$ cat config.mk
export PLATFORM = sky130hd
export DESIGN_NAME = approx_error_monitor
export DESIGN_NICKNAME = d
export VERILOG_FILES = /design/src/rtl/approx_error_monitor_pkg.sv /design/src/rtl/approx_error_monitor_abs_err_stage.sv /design/src/rtl/approx_error_monitor.sv
export SDC_FILE = /design/constraint.sdc
export NUM_CORES = 1
export LEC_CHECK = 0
export BUFFER_PORTS_ARGS = -buffer_cell sky130_fd_sc_hd__clkbuf_2
export CELL_PAD_IN_SITES_DETAIL_PLACEMENT = 0
export CELL_PAD_IN_SITES_GLOBAL_PLACEMENT = 1
export CORE_UTILIZATION = 30
export DETAILED_ROUTE_END_ITERATION = 8
export PLACE_DENSITY = 0.72
export SLEW_MARGIN = 20
export SYNTH_ARGS = -nofsm -noshare
export SYNTH_HDL_FRONTEND = slang
export SYNTH_SLANG_ARGS = --single-unit
$ cat constraint.sdc
create_clock -name clk -period 2.7 [get_ports clk]
set_input_delay 0.27 -clock clk [delete_from_list [all_inputs] [get_ports clk]]
set_output_delay 0.27 -clock clk [all_outputs]
set_load 0.005 [all_outputs]
$ cat src/rtl/approx_error_monitor_pkg.sv
// Shared types and sizing helpers for the approximate-adder error monitor.
package approx_mon_pkg;

  // Monitor control states.
  typedef enum logic [1:0] {
    ST_IDLE  = 2'd0,
    ST_RUN   = 2'd1,
    ST_DRAIN = 2'd2,
    ST_DONE  = 2'd3
  } state_t;

  // Default adder operand width (M+N) and batch counter width.
  localparam int DEF_W     = 8;
  localparam int DEF_CNT_W = 16;

  // Accumulator width: one maximal error (W+1 bits) added up to 2^cnt_w-1 times
  // cannot exceed w+1+cnt_w bits, so the running sum never wraps.
  function automatic int acc_width(input int w, input int cnt_w);
    return w + 1 + cnt_w;
  endfunction

endpackage

$ cat src/rtl/approx_error_monitor_abs_err_stage.sv
// Registered |a - b| stage with nonzero flag and a one-cycle valid pulse.
module abs_err_stage #(
  parameter int W = 8
) (
  input  logic       clk,
  input  logic       rst,
  input  logic       in_valid,
  input  logic [W:0] a,
  input  logic [W:0] b,
  output logic       out_valid,
  output logic [W:0] d,
  output logic       nz
);

  localparam logic [W:0] ONE = (W + 1)'(1);

  logic [W+1:0] diff;
  logic [W:0]   abs_c;

  // Subtract at W+2 bits so the sign is explicit, then fold to a magnitude.
  always_comb begin
    diff  = {1'b0, a} - {1'b0, b};
    abs_c = diff[W+1] ? (~diff[W:0] + ONE) : diff[W:0];
  end

  // Valid bit follows the accept strobe and is the only stage state that resets.
  always_ff @(posedge clk) begin
    // NOTE: non-blocking assignments in clocked blocks so every register samples
    // pre-edge values regardless of statement order.
    if (rst) out_valid <= 1'b0;
    else     out_valid <= in_valid;
  end

  // Capture the magnitude and its nonzero flag on every accepted sample.
  always_ff @(posedge clk) begin
    // NOTE: data registers carry no reset; they are consumed only when out_valid
    // is high, which does reset, so stale contents are never observed.
    if (in_valid) begin
      d  <= abs_c;
      nz <= |abs_c;
    end
  end

endmodule

$ cat src/rtl/approx_error_monitor.sv
// Batch error-statistics collector for the hybrid approximate adder: compares
// each approximate sum with the exact sum and reports count/sum/max of |error|.
module approx_error_monitor
  import approx_mon_pkg::*;
#(
  parameter int W     = DEF_W,
  parameter int CNT_W = DEF_CNT_W,
  parameter int ACC_W = acc_width(W, CNT_W)
) (
  input  logic             clk,
  input  logic             rst,
  input  logic             start,
  input  logic [CNT_W-1:0] num_samples,
  input  logic             in_valid,
  output logic             in_ready,
  input  logic [W:0]       approx_sum,
  input  logic [W:0]       exact_sum,
  output logic             busy,
  output logic             done,
  output logic [CNT_W-1:0] err_count,
  output logic [ACC_W-1:0] sum_abs_err,
  output logic [W:0]       max_abs_err
);

  localparam logic [CNT_W-1:0] CNT_ONE = CNT_W'(1);

  state_t           state_q, state_d;
  logic [CNT_W-1:0] remaining_q;
  logic             start_ok;
  logic             accept;

  logic             s1_valid;
  logic [W:0]       s1_d;
  logic             s1_nz;

  assign accept = in_valid & in_ready;

  // State register.
  always_ff @(posedge clk) begin
    if (rst) state_q <= ST_IDLE;
    else     state_q <= state_d;
  end

  // Next-state and Moore outputs; start is only honoured from IDLE or DONE.
  always_comb begin
    // NOTE: every output of this block gets a default first so no path leaves
    // a signal unassigned and infers a latch.
    state_d  = state_q;
    in_ready = 1'b0;
    busy     = 1'b0;
    done     = 1'b0;
    start_ok = 1'b0;
    case (state_q)
      ST_IDLE, ST_DONE: begin
        done = (state_q == ST_DONE);
        if (start) begin
          start_ok = 1'b1;
          state_d  = (num_samples != '0) ? ST_RUN : ST_DONE;
        end
      end
      ST_RUN: begin
        in_ready = 1'b1;
        busy     = 1'b1;
        if (in_valid && remaining_q == CNT_ONE) state_d = ST_DRAIN;
      end
      ST_DRAIN: begin
        busy    = 1'b1;
        state_d = ST_DONE;
      end
      default: state_d = ST_IDLE;
    endcase
  end

  // Samples still expected in this batch.
  always_ff @(posedge clk) begin
    if (rst)           remaining_q <= '0;
    else if (start_ok) remaining_q <= num_samples;
    else if (accept)   remaining_q <= remaining_q - CNT_ONE;
  end

  // Stage 1: registered absolute error of each accepted sample.
  abs_err_stage #(
    .W (W)
  ) u_abs_err_stage (
    .clk       (clk),
    .rst       (rst),
    .in_valid  (accept),
    .a         (approx_sum),
    .b         (exact_sum),
    .out_valid (s1_valid),
    .d         (s1_d),
    .nz        (s1_nz)
  );

  // Stage 2: fold each stage-1 result into the batch statistics; a new batch
  // clears them, and no stage-1 result is ever pending when start is honoured.
  always_ff @(posedge clk) begin
    if (rst || start_ok) begin
      err_count   <= '0;
      sum_abs_err <= '0;
      max_abs_err <= '0;
    end else if (s1_valid) begin
      err_count   <= err_count + CNT_W'(s1_nz);
      sum_abs_err <= sum_abs_err + ACC_W'(s1_d);
      if (s1_d > max_abs_err) max_abs_err <= s1_d;
    end
  end

endmodule

## Word-level counts from Yosys, hierarchy flattened

Cells that the tools add are included.

| word-level totals | value |
|---|---|
| bits in registers | 79 |
| bits in latches | 0 |
| bits in writable memories | 0 |
| ROM bits | 0 |
| output and inout bits | 53 |
| word-level logic and storage cells | 44 |
| memories | 0 |

| cells by class | value |
|---|---|
| add/sub/neg operators | 5 |
| multiply operators | 0 |
| divide/modulo/power cells | 0 |
| $lt $le $gt $ge | 1 |
| eq/ne operators | 6 |
| shift operators | 0 |
| multiplexer cells | 12 |
| bitwise gates (word level) | 2 |
| reductions and logical operators | 10 |

Operator list:

| kind | number |
|---|---|
| two-way mux 16 bit | 2 |
| adder 25 x 9 -> 25 bit | 1 |
| adder 16 x 1 -> 16 bit | 1 |
| == test 16 x 1 -> 1 bit, second input constant | 1 |
| nonzero test 16 bit | 1 |
| subtractor 16 x 1 -> 16 bit, second input constant | 1 |
| subtractor 9 x 9 -> 10 bit | 1 |
| adder 9 x 1 -> 9 bit, second input constant | 1 |
| greater-than comparator 9 bit | 1 |
| two-way mux 9 bit | 1 |
| NOT 9 bit | 1 |
| OR reduction 9 bit | 1 |
| two-way mux 2 bit | 3 |
| case mux 2 bit (3 select lines) | 1 |
| two-way mux 1 bit | 5 |
| == test 2 bit, second input constant | 2 |
| != test 2 bit, second input constant | 2 |
| AND reduction 2 bit | 2 |
| OR reduction 2 bit | 2 |
| == test 2 x 1 -> 1 bit, second input constant | 1 |
| zero test 2 bit | 1 |
| nonzero test 2 bit | 1 |
| bitwise AND 1 bit | 1 |
| logical AND 1 bit | 1 |
| logical OR 1 bit | 1 |

## Logic depth before layout (Yosys ltp)

| depth | value |
|---|---|
| depth after elaboration | 5 |
| mapped depth | 12 |
| depth with buffers taken out | 12 |

## Hierarchy

Synthesis repeated with hierarchy kept, for this count alone.

| unflattened totals | value |
|---|---|
| cell total of the unflattened synthesis | 573 |
| area total of the unflattened synthesis | 4883.4 um^2 |

Modules (own cells, without submodules):

| module | times used | cells each | area an instance (um^2) |
|---|---|---|---|
| approx_error_monitor | 1 | 452 | 3803.6 |
| abs_err_stage | 1 | 121 | 1079.8 |

## Least setup slack after synthesis

No wires, ideal clock.

| timing path | value |
|---|---|
| path kind | input -> register |
| start | in approx_sum[0] |
| end | reg u_abs_err_stage.nz (data pin) |
| library setup time | 273 ps |
| data arrival time | 2168 ps |
| required time | 2427 ps |
| slack | 259 ps |
| cell stages on the path | 11 |
| path buffers | 0 |
| cells stage by stage | inv_1 > ha_1 > inv_1 > fa_1 > a211oi_2 > nor2_1 > xnor2_1 > nor3_1 > a31oi_2 > xnor2_1 > o2111ai_1 |

| between the ends | value |
|---|---|
| word-level cells in the longest chain between the ends | 5 |

Ends and longest elaborated chain:

| what | RTL line | RTL |
|---|---|---|
| start: declaration | approx_error_monitor.sv:16 | `input logic [W:0] approx_sum,` |
| subtractor 9 x 9 -> 10 bit (*) | approx_error_monitor_abs_err_stage.sv:22 | `diff = {1'b0, a} - {1'b0, b};` |
| NOT 9 bit | approx_error_monitor_abs_err_stage.sv:23 | `abs_c = diff[W+1] ? (~diff[W:0] + ONE) : diff[W:0];` |
| adder 9 x 1 -> 9 bit | approx_error_monitor_abs_err_stage.sv:23 |  |
| two-way mux 9 bit (*) | approx_error_monitor_abs_err_stage.sv:23 |  |
| OR reduction 9 bit (*) | approx_error_monitor_abs_err_stage.sv:40 | `nz <= \|abs_c;` |
| end signal: assignment | approx_error_monitor_abs_err_stage.sv:40 |  |
| end: declaration | approx_error_monitor_abs_err_stage.sv:12 | `output logic nz` |

Every way passes the cells marked *; elsewhere a longest branch is shown, timed or not.
A chain may end at the register's enable or synchronous reset.

## Worst setup path in the final report

| timing path | value |
|---|---|
| start | reg u_abs_err_stage.d[1] |
| end | reg max_abs_err[4] |

| between the ends | value |
|---|---|
| word-level cells in the longest chain between the ends | 2 |

Ends and longest elaborated chain:

| what | RTL line | RTL |
|---|---|---|
| start: declaration | approx_error_monitor_abs_err_stage.sv:11 | `output logic [W:0] d,` |
| start signal: assignment | approx_error_monitor_abs_err_stage.sv:39 | `d <= abs_c;` |
| greater-than comparator 9 bit | approx_error_monitor.sv:105 | `if (s1_d > max_abs_err) max_abs_err <= s1_d;` |
| AND reduction 2 bit (no source line) | -- |  |
| end signal: assignment | approx_error_monitor.sv:101 | `max_abs_err <= '0;` |
| end signal: assignment | approx_error_monitor.sv:105 |  |
| end: declaration | approx_error_monitor.sv:22 | `output logic [W:0] max_abs_err` |

Every way passes these cells.

==> impl_summary.md <==
Logic synthesis
During synthesis, Yosys emitted a total of 0 warnings. Synthesis inferred 79 register bits. After synthesis, flip-flops and latches occupy 33.73% of the total area.

Of all flip-flops after synthesis, the portion carrying an async set or reset was 0%. Summed over its instances, the top area cell type makes up 27.70% of the synthesized netlist area. The mapped cell area is 0.004986 mm2.

The mean area per synthesized cell is 8.567 um2. sky130_fd_sc_hd__dfxtp_1 takes more of the synthesized area than any other cell. The prevailing post-synth register cell is sky130_fd_sc_hd__dfxtp_1.

In this run, distinct cell masters in the synthesized netlist total 62. Synthesis produced a netlist with a net count of about 660. The synthesized design contains 10 enable-type register cells. After technology mapping, the gate count stands at 582. Ranked by total cell area, the synthesized netlist is headed by sky130_fd_sc_hd__dfxtp_1, sky130_fd_sc_hd__ha_1, sky130_fd_sc_hd__edfxtp_1.

Power and ir drop
The portion of total power attributed to the clock network is 29.9%. Power spread over the standard cell area amounts to 703.0 mW/mm2. Of the total power, registers draw 35.8%.

The worst-case IR drop observed on VDD is 0.0002922 V. The proportion of power drawn by combinational gates is 34.3%. The switching power total is around 1.5 mW. Net switching is 34.99% of the power. The internal cell power is 2.775 mW. For this design the static power due to leakage is 2.446 nW.

Clock network
The count of instances resized after the clock tree is built is 0. TritonCTS built the clock tree. The clock tree synthesis step divided the H-tree into 3 levels. The cell at the root of the clock tree is sky130_fd_sc_hd__clkbuf_16. In this run the deepest clock path goes through 2 buffers. The clock transition at the register clock pins on the worst setup and hold paths after CTS is 0.06 ns.

The clock net in this run drives a total of 79 sinks. The number of clock buffers added by TritonCTS is 9. The later-pin clock latency in the skew report is 0.34 ns. The total setup buffers inserted after CTS is 0. The number of hold buffers added after cts is 0.

GRT
The aggregate global-route resource usage is 14.34%. Entering global routing, the biggest net connects 33 pins. The number of global-route vias before repair is 4183. The number of antenna violations at the first check in global routing came to 0. The first global-routing pass estimated 19.49 mm of wire. The total congestion overflow after global routing is 0.

STA
At the pin with the least slew margin, the transition time is between 0.8 and 0.9 ns. Derived from the worst setup path, the maximum achievable clock frequency is a little over 400 MHz. The worst path in the final design needs a cycle of 2.438 ns, including I/O delays and setup. Measured against its own limit, the worst slew margin works out to about 44%. Setup repair after global routing left no endpoint under its margin.

The final worst clock skew is 0.006722 ns. Once routing completed, OpenROAD measured the worst setup slack at 0.2623 ns. The number of pins with negative max-slew slack in the final report was 0. The share of the clock period used by the worst path is 90.29%. The total of endpoints with negative setup slack in the final report is 0.

The final setup TNS is 0 ns. The number of hold violations in the final report came to 0.

Placement
The half-perimeter wire length after detailed placement is 9.125 mm. The worst slack after detailed placement is approximately 0.016 ns. The total of buffers placed on input and output ports is 90. The total instance count after detailed placement is around 880. The congestion estimate from routability-driven global placement came to between 0.8 and 0.9.

Detailed routing
The first detailed-routing pass ran for 5 iterations. The detailed router finished its first iteration with between 100 and 150 violations. In the final routed layout, each cell accounts on average for about 13 um.

The total wire length after detailed routing is 11.81 mm. The via count of the routed design is approximately 4400. In the routed design, unresolved DRC markers number 0. In the routed layout, each cell is associated on average with a via count of 4.914. The count of nets left with antenna violations once routing finished came out at 0.

Critical path
The setup path with the least slack is of type reg2reg. Data arrives at the worst endpoint at 2.66 ns. The origin of the worst setup path is u_abs_err_stage.d[1]. Along the worst path, the maximum fanout reaches 10. The register-to-register setup slack is 0.26 ns. The nature of the critical path startpoint is a flop. The worst register-to-register path begins at u_abs_err_stage.d[1]. The data required time of the worst path is 2.92 ns. The category of the worst setup path capture point is a flop.

Final layout
From synthesis to final layout, the design area changed by 21.78%. The number of diodes added for antenna fixing is 0. The final layout contains 753 nets. Cells with a size suffix above 1 make up 22.03% of the layout. The finished layout holds between 800 and 900 standard cells, fillers aside.

Min path
The startpoint identified for the worst hold timing path is num_samples[4]. The min-delay analysis places its worst path in the category in2reg.

Floorplanning
The total area inside the core boundary comes to 0.01606 mm2. The number of cell rows is 46. The die is 130.9 um wide. Pin placement for this block handled 91 I/O pins. The area of the die is 0.01714 mm2. Measured along the y axis, the die boundary spans 130.9 um. The starting density of the core is 31.05%.

Run status
The run finished with clean final reports.

Job
The number of max-cap violations is 0.
==> cell families after synthesis <==
logic type	share of synthesized area [%]
adders and majority gates	9.837
buffers and inverters	4.642
muxes	3.438
DFF	33.73
xor gates and xnor gates	9.310
and+or+nand+nor	23.69
AOI/OAI and AO/OA	15.36
==> registers in the layout, summed over array words and instances (netlist names) <==
name,flops
sum_abs_err,25
err_count,16
remaining_q,16
max_abs_err,9
u_abs_err_stage.d,9
state_q,2
u_abs_err_stage.nz,1
u_abs_err_stage.out_valid,1
==> final timing paths <==
path / end / depth (start not counted)
worst max-delay path: max_abs_err[4] / 8
worst min-delay path: remaining_q[4] / 3
worst max register to register: max_abs_err[4] / 8
worst min register to register: sum_abs_err[24] / 2
==> worst max-delay path, stage by stage (launching register included) <==
cell and delay [ns]:
sky130_fd_sc_hd__edfxtp_1 0.49, sky130_fd_sc_hd__ha_1 0.33, sky130_fd_sc_hd__nor2b_1 0.13, sky130_fd_sc_hd__o21ai_0 0.16
sky130_fd_sc_hd__a21oi_1 0.09, sky130_fd_sc_hd__o31a_1 0.31, sky130_fd_sc_hd__o21ai_4 0.32, sky130_fd_sc_hd__mux2_2 0.38
sky130_fd_sc_hd__o311ai_0 0.09
==> stage by stage <==
| stage | cell area [um2] | util [%] | hold WS [ns] | power, mW |
|---|---|---|---|---|
| finish | 6072 | 37.81 | 0.2125 | 4.269 |
| detailed placement | 5747 | 35.79 | 0.4832 | 3.021 |
| floorplan | 4986 | - | 0.4305 | 2.608 |
| CTS | 6068 | 37.79 | 0.2088 | 4.313 |
| global route | 6072 | 37.81 | 0.2286 | 4.563 |
| global placement | 5744 | 35.77 | 0.4708 | 2.980 |
==> cell type report <==
cell class	instances	area [um2]
Multi-Input combinational cell	442	3085
Tap cell	216	270.3
Inverter	40	150.1
Clock buffer	14	316.6
Clock inverter	1	5.005
Fill cell	1615	9986
Timing Repair Buffer	105	563.0
Sequential cell	79	1682
==> cell usage in the layout (no fill, tap or decap), types with 22 or more instances in the layout <==
| cell | netlist | routed |
|---|---|---|
| sky130_fd_sc_hd__clkbuf_2 | 0 | 90 |
| sky130_fd_sc_hd__nor2_1 | 72 | 71 |
| sky130_fd_sc_hd__dfxtp_1 | 69 | 69 |
| sky130_fd_sc_hd__inv_1 | 40 | 40 |
| sky130_fd_sc_hd__ha_1 | 36 | 36 |
| sky130_fd_sc_hd__nand2_1 | 33 | 33 |
| sky130_fd_sc_hd__xnor2_1 | 29 | 29 |
| sky130_fd_sc_hd__nand3_1 | 29 | 29 |
| sky130_fd_sc_hd__xor2_1 | 24 | 24 |
| sky130_fd_sc_hd__o21ai_0 | 22 | 22 |
==> routing by layer <==
layer / GRT usage (%) / vias to the layer above / part of all wire (%)
met5: 0 / - / 0
met4: 6.085 / 0 / 1.7
met3: 2.362 / 16 / 3.5
met2: 24.96 / 73 / 48
met1: 17.44 / 2043 / 47
li1: - / 2276 / -
==> power by group through the flow <==
| stage | clock [mW] | sequential, mW | combinational [mW] |
|---|---|---|---|
| floorplan | 0 | 1.52 | 1.09 |
| global placement | 0 | 1.55 | 1.43 |
| detailed placement | 0 | 1.55 | 1.47 |
| CTS | 1.31 | 1.53 | 1.48 |
| global route | 1.36 | 1.55 | 1.65 |
| finish | 1.28 | 1.53 | 1.46 |
==> synthesized netlist by cell type, types with 8 or more instances <==
library cell and n:
sky130_fd_sc_hd__nand2_1 33, sky130_fd_sc_hd__xnor2_1 29, sky130_fd_sc_hd__and3_1 10, sky130_fd_sc_hd__nor2_1 72, sky130_fd_sc_hd__or3_1 14, sky130_fd_sc_hd__nand4_1 16, sky130_fd_sc_hd__dfxtp_1 69, sky130_fd_sc_hd__mux2_2 9
sky130_fd_sc_hd__a21oi_1 20, sky130_fd_sc_hd__o311ai_0 8, sky130_fd_sc_hd__nand3_1 29, sky130_fd_sc_hd__xor2_1 24, sky130_fd_sc_hd__inv_1 40, sky130_fd_sc_hd__o21ai_0 22, sky130_fd_sc_hd__edfxtp_1 10, sky130_fd_sc_hd__clkbuf_1 12
sky130_fd_sc_hd__ha_1 36, sky130_fd_sc_hd__nor3_1 10, sky130_fd_sc_hd__a211oi_1 16
Power figures use the tool's default switching activity.
